<file path="src/rtl/wire_ops_pkg.sv">
// rtl/wire_ops_pkg.sv - shared opcode enum and widths for wire_ops_pipe
package wire_ops_pkg;

    localparam int OP_W  = 3;
    localparam int CNT_W = 16;

    typedef enum logic [OP_W-1:0] {
        OP_AND  = 3'b000,
        OP_XOR  = 3'b001,
        OP_OR   = 3'b010,
        OP_ADD  = 3'b011,
        OP_SUB  = 3'b100,
        OP_ACC  = 3'b101,
        OP_PASS = 3'b110,
        OP_RSVD = 3'b111
    } op_e;

    localparam logic [CNT_W-1:0] CNT_MAX = '1;

endpackage

</file>
<file path="src/rtl/pyc_fifo.sv">
// rtl/pyc_fifo.sv - synchronous power-of-two FIFO with stream handshakes
module pyc_fifo #(
    parameter int WIDTH = 8,
    parameter int DEPTH = 4
) (
    input  logic             clk,
    input  logic             resetn,
    input  logic [WIDTH-1:0] in_tdata,
    input  logic             in_tvalid,
    output logic             in_tready,
    output logic [WIDTH-1:0] out_tdata,
    output logic             out_tvalid,
    input  logic             out_tready
);

    localparam int AW = $clog2(DEPTH);
    localparam logic [AW:0] FULL_CNT = (AW+1)'(DEPTH);

    logic [AW-1:0]    wr_ptr_q, wr_ptr_d;
    logic [AW-1:0]    rd_ptr_q, rd_ptr_d;
    logic [AW:0]      count_q, count_d;
    logic [WIDTH-1:0] mem_q [DEPTH];
    logic [WIDTH-1:0] mem_d [DEPTH];
    logic             push;
    logic             pop;

    // Full/empty come straight from the registered count, so ready never
    // depends combinationally on the opposite side of the queue.
    assign in_tready  = (count_q != FULL_CNT);
    assign out_tvalid = (count_q != '0);
    assign out_tdata  = mem_q[rd_ptr_q];
    assign push       = in_tvalid && in_tready;
    assign pop        = out_tvalid && out_tready;

    // Pointer and occupancy update; push+pop together leaves count unchanged.
    always_comb begin
        wr_ptr_d = wr_ptr_q;
        rd_ptr_d = rd_ptr_q;
        count_d  = count_q;
        if (push) begin
            wr_ptr_d = wr_ptr_q + 1'b1;
        end
        if (pop) begin
            rd_ptr_d = rd_ptr_q + 1'b1;
        end
        case ({push, pop})
            2'b10:   count_d = count_q + (AW+1)'(1);
            2'b01:   count_d = count_q - (AW+1)'(1);
            default: count_d = count_q;
        endcase
    end

    // Storage write on push.
    always_comb begin
        mem_d = mem_q;
        if (push) begin
            mem_d[wr_ptr_q] = in_tdata;
        end
    end

    // Control registers with synchronous active-low reset.
    always_ff @(posedge clk) begin
        if (!resetn) begin
            wr_ptr_q <= '0;
            rd_ptr_q <= '0;
            count_q  <= '0;
        end else begin
            wr_ptr_q <= wr_ptr_d;
            rd_ptr_q <= rd_ptr_d;
            count_q  <= count_d;
        end
    end

    // Storage array needs no reset; the count gates what is visible.
    always_ff @(posedge clk) begin
        mem_q <= mem_d;
    end

endmodule

</file>
<file path="src/rtl/wire_ops_pipe.sv">
// rtl/wire_ops_pipe.sv - ALU with accumulator, one register stage and output queue
module wire_ops_pipe
    import wire_ops_pkg::*;
#(
    parameter int WIDTH      = 8,
    parameter int FIFO_DEPTH = 4
) (
    input  logic             sys_clk,
    input  logic             sys_rst,
    input  logic             in_valid,
    output logic             in_ready,
    input  logic [WIDTH-1:0] a,
    input  logic [WIDTH-1:0] b,
    input  logic [OP_W-1:0]  op,
    input  logic             acc_clr,
    output logic             out_valid,
    input  logic             out_ready,
    output logic [WIDTH-1:0] y,
    output logic             y_carry,
    output logic             y_zero,
    output logic [CNT_W-1:0] op_count
);

    localparam int QW = WIDTH + 2;

    logic             s1_valid_q, s1_valid_d;
    logic [WIDTH-1:0] s1_y_q, s1_y_d;
    logic             s1_carry_q, s1_carry_d;
    logic             s1_zero_q, s1_zero_d;
    logic [WIDTH-1:0] acc_q, acc_d;
    logic [CNT_W-1:0] op_count_q, op_count_d;

    logic [WIDTH-1:0] alu_res;
    logic             alu_carry;
    logic [WIDTH-1:0] acc_base;
    logic [WIDTH:0]   add_sum;
    logic [WIDTH:0]   acc_sum;

    logic             accept;
    logic             fifo_in_ready;
    logic [QW-1:0]    fifo_in_data;
    logic [QW-1:0]    fifo_out_data;
    logic             fifo_out_valid;

    // S1 can take a beat if it is empty or it drains into the queue this edge.
    assign in_ready = !s1_valid_q || fifo_in_ready;
    assign accept   = in_valid && in_ready;

    // Operation decode; acc_clr makes ACC start from zero.
    always_comb begin
        alu_res   = '0;
        alu_carry = 1'b0;
        acc_base  = acc_clr ? '0 : acc_q;
        add_sum   = {1'b0, a} + {1'b0, b};
        acc_sum   = {1'b0, acc_base} + {1'b0, a};
        case (op_e'(op))
            OP_AND:  alu_res = a & b;
            OP_XOR:  alu_res = a ^ b;
            OP_OR:   alu_res = a | b;
            OP_ADD: begin
                alu_res   = add_sum[WIDTH-1:0];
                alu_carry = add_sum[WIDTH];
            end
            OP_SUB: begin
                alu_res   = a - b;
                alu_carry = (a < b);
            end
            OP_ACC: begin
                alu_res   = acc_sum[WIDTH-1:0];
                alu_carry = acc_sum[WIDTH];
            end
            OP_PASS: alu_res = a;
            default: alu_res = '0;
        endcase
    end

    // S1, accumulator and request counter next-state.
    always_comb begin
        s1_valid_d = s1_valid_q;
        s1_y_d     = s1_y_q;
        s1_carry_d = s1_carry_q;
        s1_zero_d  = s1_zero_q;
        acc_d      = acc_q;
        op_count_d = op_count_q;
        if (s1_valid_q && fifo_in_ready) begin
            s1_valid_d = 1'b0;
        end
        if (accept) begin
            s1_valid_d = 1'b1;
            s1_y_d     = alu_res;
            s1_carry_d = alu_carry;
            s1_zero_d  = (alu_res == '0);
            if (op_e'(op) == OP_ACC) begin
                acc_d = alu_res;
            end else if (acc_clr) begin
                acc_d = '0;
            end
            if (op_count_q != CNT_MAX) begin
                op_count_d = op_count_q + 1'b1;
            end
        end
    end

    // State registers with synchronous active-low reset.
    always_ff @(posedge sys_clk) begin
        if (!sys_rst) begin
            s1_valid_q <= 1'b0;
            s1_y_q     <= '0;
            s1_carry_q <= 1'b0;
            s1_zero_q  <= 1'b1;
            acc_q      <= '0;
            op_count_q <= '0;
        end else begin
            s1_valid_q <= s1_valid_d;
            s1_y_q     <= s1_y_d;
            s1_carry_q <= s1_carry_d;
            s1_zero_q  <= s1_zero_d;
            acc_q      <= acc_d;
            op_count_q <= op_count_d;
        end
    end

    assign fifo_in_data = {s1_carry_q, s1_zero_q, s1_y_q};

    pyc_fifo #(
        .WIDTH (QW),
        .DEPTH (FIFO_DEPTH)
    ) u_out_fifo (
        .clk        (sys_clk),
        .resetn     (sys_rst),
        .in_tdata   (fifo_in_data),
        .in_tvalid  (s1_valid_q),
        .in_tready  (fifo_in_ready),
        .out_tdata  (fifo_out_data),
        .out_tvalid (fifo_out_valid),
        .out_tready (out_ready)
    );

    // Head is masked when empty so idle outputs read as a clean zero result.
    assign out_valid = fifo_out_valid;
    assign y         = fifo_out_valid ? fifo_out_data[WIDTH-1:0] : '0;
    assign y_zero    = fifo_out_valid ? fifo_out_data[WIDTH] : 1'b1;
    assign y_carry   = fifo_out_valid ? fifo_out_data[WIDTH+1] : 1'b0;
    assign op_count  = op_count_q;

endmodule

</file>
<file path="config.mk">
export PLATFORM = sky130hd
export DESIGN_NAME = wire_ops_pipe
export DESIGN_NICKNAME = d
export VERILOG_FILES = /design/src/rtl/wire_ops_pkg.sv /design/src/rtl/pyc_fifo.sv /design/src/rtl/wire_ops_pipe.sv
export SDC_FILE = /design/constraint.sdc
export NUM_CORES = 1
export LEC_CHECK = 0
export CAP_MARGIN = 20
export CORE_MARGIN = 3
export CORE_UTILIZATION = 45
export DETAILED_ROUTE_END_ITERATION = 8
export GPL_TIMING_DRIVEN = 0
export HOLD_SLACK_MARGIN = 0.06
export PLACE_DENSITY_LB_ADDON = 0.08
export SLEW_MARGIN = 20
export SYNTH_ARGS = -nofsm -noshare
export SYNTH_HDL_FRONTEND = slang
export SYNTH_SLANG_ARGS = --single-unit
</file>
<file path="constraint.sdc">
create_clock -name sys_clk -period 3.3 [get_ports sys_clk]
set_input_delay 0.825 -clock sys_clk [delete_from_list [all_inputs] [get_ports sys_clk]]
set_output_delay 0.825 -clock sys_clk [all_outputs]
set_load 0.005 [all_outputs]
</file>
# After elaboration in Yosys (flattened, before gate mapping)

Cells that the tools add are included.

Muxes and demuxes: 16
Bitwise gates (word level): 5
$add $sub $neg: 8
$lt $le $gt $ge: 4
Reduce and logical (&&, ||, !) cells: 12
Equality and inequality tests: 10

Operator list:

| cell                                                            | number |
|---|---|
| 8-bit case mux with 7 select lines                              | 1 |
| 40-bit bitwise mux                                              | 1 |
| 10-bit two-way mux                                              | 3 |
| 8-bit two-way mux                                               | 3 |
| 10-bit binary-select mux with 2-bit select                      | 1 |
| 10-bit demux with 2-bit select                                  | 1 |
| 8-bit by 8-bit adder with 9-bit output                          | 2 |
| 16-bit by 1-bit adder with 16-bit output, second input constant | 1 |
| 16-bit != test, second input constant                           | 1 |
| 3-bit == test, second input constant                            | 3 |
| 8-bit AND                                                       | 1 |
| 8-bit zero test                                                 | 1 |
| 8-bit less-than comparator                                      | 1 |
| 8-bit OR                                                        | 1 |
| 8-bit subtractor                                                | 1 |
| 8-bit bitwise XOR                                               | 1 |
| 3-bit by 2-bit == test with 1-bit output, second input constant | 2 |
| 3-bit greater-or-equal comparator, second input constant        | 2 |
| 2-bit NOT with 3-bit output                                     | 2 |
| 3-bit case mux with 2 select lines                              | 1 |
| 2-bit by 1-bit adder with 2-bit output, second input constant   | 2 |
| 1-bit logical AND                                               | 4 |
| 1-bit two-way mux                                               | 4 |
| 2-bit nonzero test                                              | 2 |
| 13 further kinds                                                | 13 |

Output and inout port bits: 28
Logic and storage cells: 68
Bits in registers: 82

# Depth between registers and ports, before layout

Depth in word-level cells: 6
Mapped depth: 11
Gate-level depth less buffers: 11

# Cells and area by module

From an unflattened synthesis, not the netlist that was laid out.

Cells, all modules: 513
Area, all modules: 5026.1 um2

Modules (own cells, without submodules):

| module        | cells each | area an instance (um2) | times used |
|---|---|---|---|
| wire_ops_pipe | 413        | 3140.5                 | 1 |
| pyc_fifo      | 100        | 1885.6                 | 1 |

# Least setup slack after synthesis

Ideal clock, no wire load.

Kind: input to register
Start: input a[0]
End: register s1_zero_q
Stages on the path: 10
Buffers on the path: 0
Arrival time: 2847 ps
Path slack: 394 ps
Setup time: 59 ps
Cell sequence: ha_1 inv_1 fa_1 nand2b_2 a211oi_4 mux2i_1 a2111oi_2 nand3_1 nor4_1 a31o_1

Word-level cells in the longest chain between the ends: 3
Elaborated cells between the ends (all ways): 8
Those cells by class: add/sub (3); mux (1); bitwise (3); reduce/logical (1)

Ends and longest elaborated chain:

| what                                                                 | line                 | text |
|---|---|---|
| from (decl)                                                          | wire_ops_pipe.sv:12  | `input logic [WIDTH-1:0] a,` |
| 8-bit by 8-bit adder with 9-bit output, or another cell as far along | wire_ops_pipe.sv:55  | `acc_sum = {1'b0, acc_base} + {1'b0, a};` |
| 8-bit case mux with 7 select lines *                                 | wire_ops_pipe.sv:56  | `case (op_e'(op))` |
| 8-bit zero test *                                                    | wire_ops_pipe.sv:92  | `s1_zero_d = (alu_res == '0);` |
| to (signal assigned)                                                 | wire_ops_pipe.sv:117 | `s1_zero_q <= s1_zero_d;` |
| to (decl)                                                            | wire_ops_pipe.sv:29  | `logic s1_zero_q, s1_zero_d;` |

Mark *: on every way between the ends. The rest lies on a longest branch, timed or not.
A chain may end at the register's enable or synchronous reset.

# Final worst setup path

Start: input a[5]
End: register acc_q[7]

Word-level cells in the longest chain between the ends: 3
Elaborated cells between the ends (all ways): 5
Those cells by class: add/sub (3); mux (2)

Ends and longest elaborated chain:

| what                                                                 | line                 | text |
|---|---|---|
| 8-bit by 8-bit adder with 9-bit output, or another cell as far along | wire_ops_pipe.sv:55  |  |
| 8-bit case mux with 7 select lines *                                 | wire_ops_pipe.sv:56  |  |
| 8-bit two-way mux *                                                  | wire_ops_pipe.sv:93  | `if (op_e'(op) == OP_ACC) begin` |
| to (signal assigned)                                                 | wire_ops_pipe.sv:111 | `acc_q <= '0;` |
| to (signal assigned)                                                 | wire_ops_pipe.sv:118 | `acc_q <= acc_d;` |
| to (decl)                                                            | wire_ops_pipe.sv:30  | `logic [WIDTH-1:0] acc_q, acc_d;` |

Marked as above.

==> metrics.yaml <==
final.setup.tns_ns: 0
crit_slowest_cell: "clkdlybuf4s50_1"
initial_utilization_pct: 46.81
synth_top_area_cell: "edfxtp_1"
clk_pin_slew_ns: 0.06
worstMarginPinSlew_ns: 0.6557
clockBufferDepth: 2
grt_pass1_vias: 3885
multi_input_area_sq_um: 2883
ir_worst_vdd_mv: 0.2919
clk_latency_ns: 0.34
finalClockSkew_ns: 0.005578
nFillCells: 1007
max_slew_margin_pct: 56.28
detailed_place_hpwl_microns: 8925
syn-num-nets: 589
synth_top_flop_cell: "dfxtp_1"
max_freq_mhz: 309.4
pin_count: 52
core_area_sq_um: 10980
rows: 38
netlist_instances: 523
status: "completed"
ys_ff_latch: 82
drive_above_1_share_pct: 10.94
fin_crit_ns: 3.232
final_cell_mix: "nor2_1, clkdlybuf4s50_1, dfxtp_1"
cts_sinks: 82
die-height_microns: 112.9
critical_path.max_stage_delay_ns: 0.52
yosys_warnings: 0
grt_max_degree: 15
diodes: 0
path_class: "in2reg"
worstPathCellList: "clkdlybuf4s50_1, ha_1, o21ai_2, nor2_1, o311a_1, or4_4, a211oi_4, a2bb2oi_2, nor2_1"
final_antenna_net_count: 0
grtUsageTotal_pct: 18.65
grt_overflow: 0
cp-end-kind: "flip-flop"
routed_wl_microns: 11770
slew_violations: 0
cts_max_level: 3
setup_violations: 0
critPathArrivalTime_ns: 3.46
seqCellArea_sq_um: 2042
area_growth_pct: 20.73
antenna_found_initial: 0
cts_buffers: 9
yosysUniqueCellTypes: 77
yosys.area.top_type_share_pct: 23.36
synth_area_leaders: "edfxtp_1, dfxtp_1, ha_1"
power.total_mw: 3.031
hp-class: "reg2reg"
p_per_area_nw_per_um2: 488.4
nets: 655
cts_tree: "done"
fin_crit_sh_pct: 97.94
fin_cells: 734
dr.pass1.iters: 5
rsz0062_at_grt: "true"
maxCapViolCount: 0
path_common_cell: "nor2_1"
placed_cells: 714
wire_per_inst_microns: 16.03
required_ns: 3.53
finish.utilization_pct: 56.52
dieWidth_microns: 112.9
yosysSeqAreaShare_pct: 39.72
synthArstFlopShare_pct: 0
syn-cell-area_sq_um: 5141
place.gp.congestion: 0.8599
viasPerCell: 5.525
io_buffer_count: 51
crit_path_max_fanout: 6
drc_errors: 0
pre_cts_ws_ns: -0.6519
synth_edf_count: 40
root_buffer: "clkbuf_16"
syn_area_per_cell_sq_um: 9.830
hold_violations: 0
die-area_sq_um: 12740
hold_ws_ns: 0.4792
p_leak_nw: 2.355
first_iter_violations: 186
fin_area_sq_um: 6207
num_vias: 4055
final_common_cell: "nor2_1"
final.setup.worst_slack_ns: 0.06810
place_area_sq_um: 5827
crit_path_start_kind: "primary input"
grt_pass1_wl_microns: 19040
==> flip-flops by register name (all words and copies together) (netlist names) <==
signal,count
u_out_fifo.count_q,3
s1_carry_q,1
u_out_fifo.mem_q,40
s1_zero_q,1
s1_valid_q,1
s1_y_q,8
acc_q,8
u_out_fifo.rd_ptr_q,2
op_count,16
u_out_fifo.wr_ptr_q,2
==> Yosys cell counts, types with 2 or more instances <==
cell type	count
a211oi_2	2
and3_1	2
nor3b_1	3
mux4_2	10
a2111oi_0	2
ha_1	38
and3b_1	2
a21o_1	2
edfxtp_1	40
nor2b_1	14
nor2_1	73
xnor2_1	14
nand3b_1	5
a31oi_1	4
a21oi_1	19
buf_2	6
o311a_1	2
a211oi_1	8
nand2_1	26
buf_6	3
o21ai_0	15
o22ai_1	4
nand2b_1	9
o21a_1	2
clkbuf_1	7
fa_1	4
inv_1	35
dfxtp_1	42
o2111ai_1	2
a22oi_1	7
and4_1	2
nand3_1	10
mux2i_1	6
a211o_1	3
nor3_1	12
a2bb2oi_1	2
or3_1	4
nand4_1	2
o21ai_1	2
and2_1	22
o211ai_1	7
buf_4	3
xor2_1	12
==> per-layer routing <==
metal	up-vias	routed length (microns)	global-route usage [%]
met2	93	5797	31.64
met3	24	473	2.674
li1	2004	-	-
met5	-	0	0
met1	1934	5173	23.85
met4	0	321	7.853
==> path summary, 6_finish.rpt <==
check	from	to	slack, ns	depth (start not counted)
setup / recovery	a[5]	acc_q[7]$_SDFFE_PN0P_	0.07	9
hold / removal	acc_q[4]$_SDFFE_PN0P_	acc_q[4]$_SDFFE_PN0P_	0.48	2
setup reg to reg	acc_q[4]$_SDFFE_PN0P_	acc_q[7]$_SDFFE_PN0P_	0.66	9
hold reg to reg	acc_q[4]$_SDFFE_PN0P_	acc_q[4]$_SDFFE_PN0P_	0.48	2
==> report_power, final <==
group	switching, mW	internal (mW)	leakage [nW]
sequential	0.0512	1.14	0.712
combinational	0.405	0.451	1.51
clock	0.400	0.587	0.137
==> cells by family after synthesis <==
logic type,share of synthesized area [%]
buffers and inverters,5.159
AND/OR/NAND/NOR,19.81
flip-flops,39.72
multiplexers,5.549
XOR/XNOR,4.429
adder cells (fa/ha/maj),10.81
AO/OA/AOI/OAI,14.53
==> final cells by class <==
class	count	share of cell area [%]
buffer	21	2.137
multi-input combinational	384	46.44
clock buffer	10	3.689
clock inverter	6	1.068
sequential	82	32.90
timing repair buffer	55	8.768
tap	140	2.822
inverter	36	2.177
==> timing repair <==
item | CTS | global route
hold buffers | 0 | 0
gates resized for setup | 9 | 8
pin swaps | 2 | 3
setup endpoints to repair | 4 | 3
buffers inserted | 1 | 3
==> worst max-delay path, delay by kind of cell <==
| family | cells | cell delay [ns] |
|---|---|---|
| AO/OA/AOI/OAI | 4 | 1.03 |
| adder cells (fa/ha/maj) | 1 | 0.44 |
| buffers and inverters | 1 | 0.52 |
| AND/OR/NAND/NOR | 3 | 0.64 |
No activity file was read; power rests on OpenSTA's default activity.
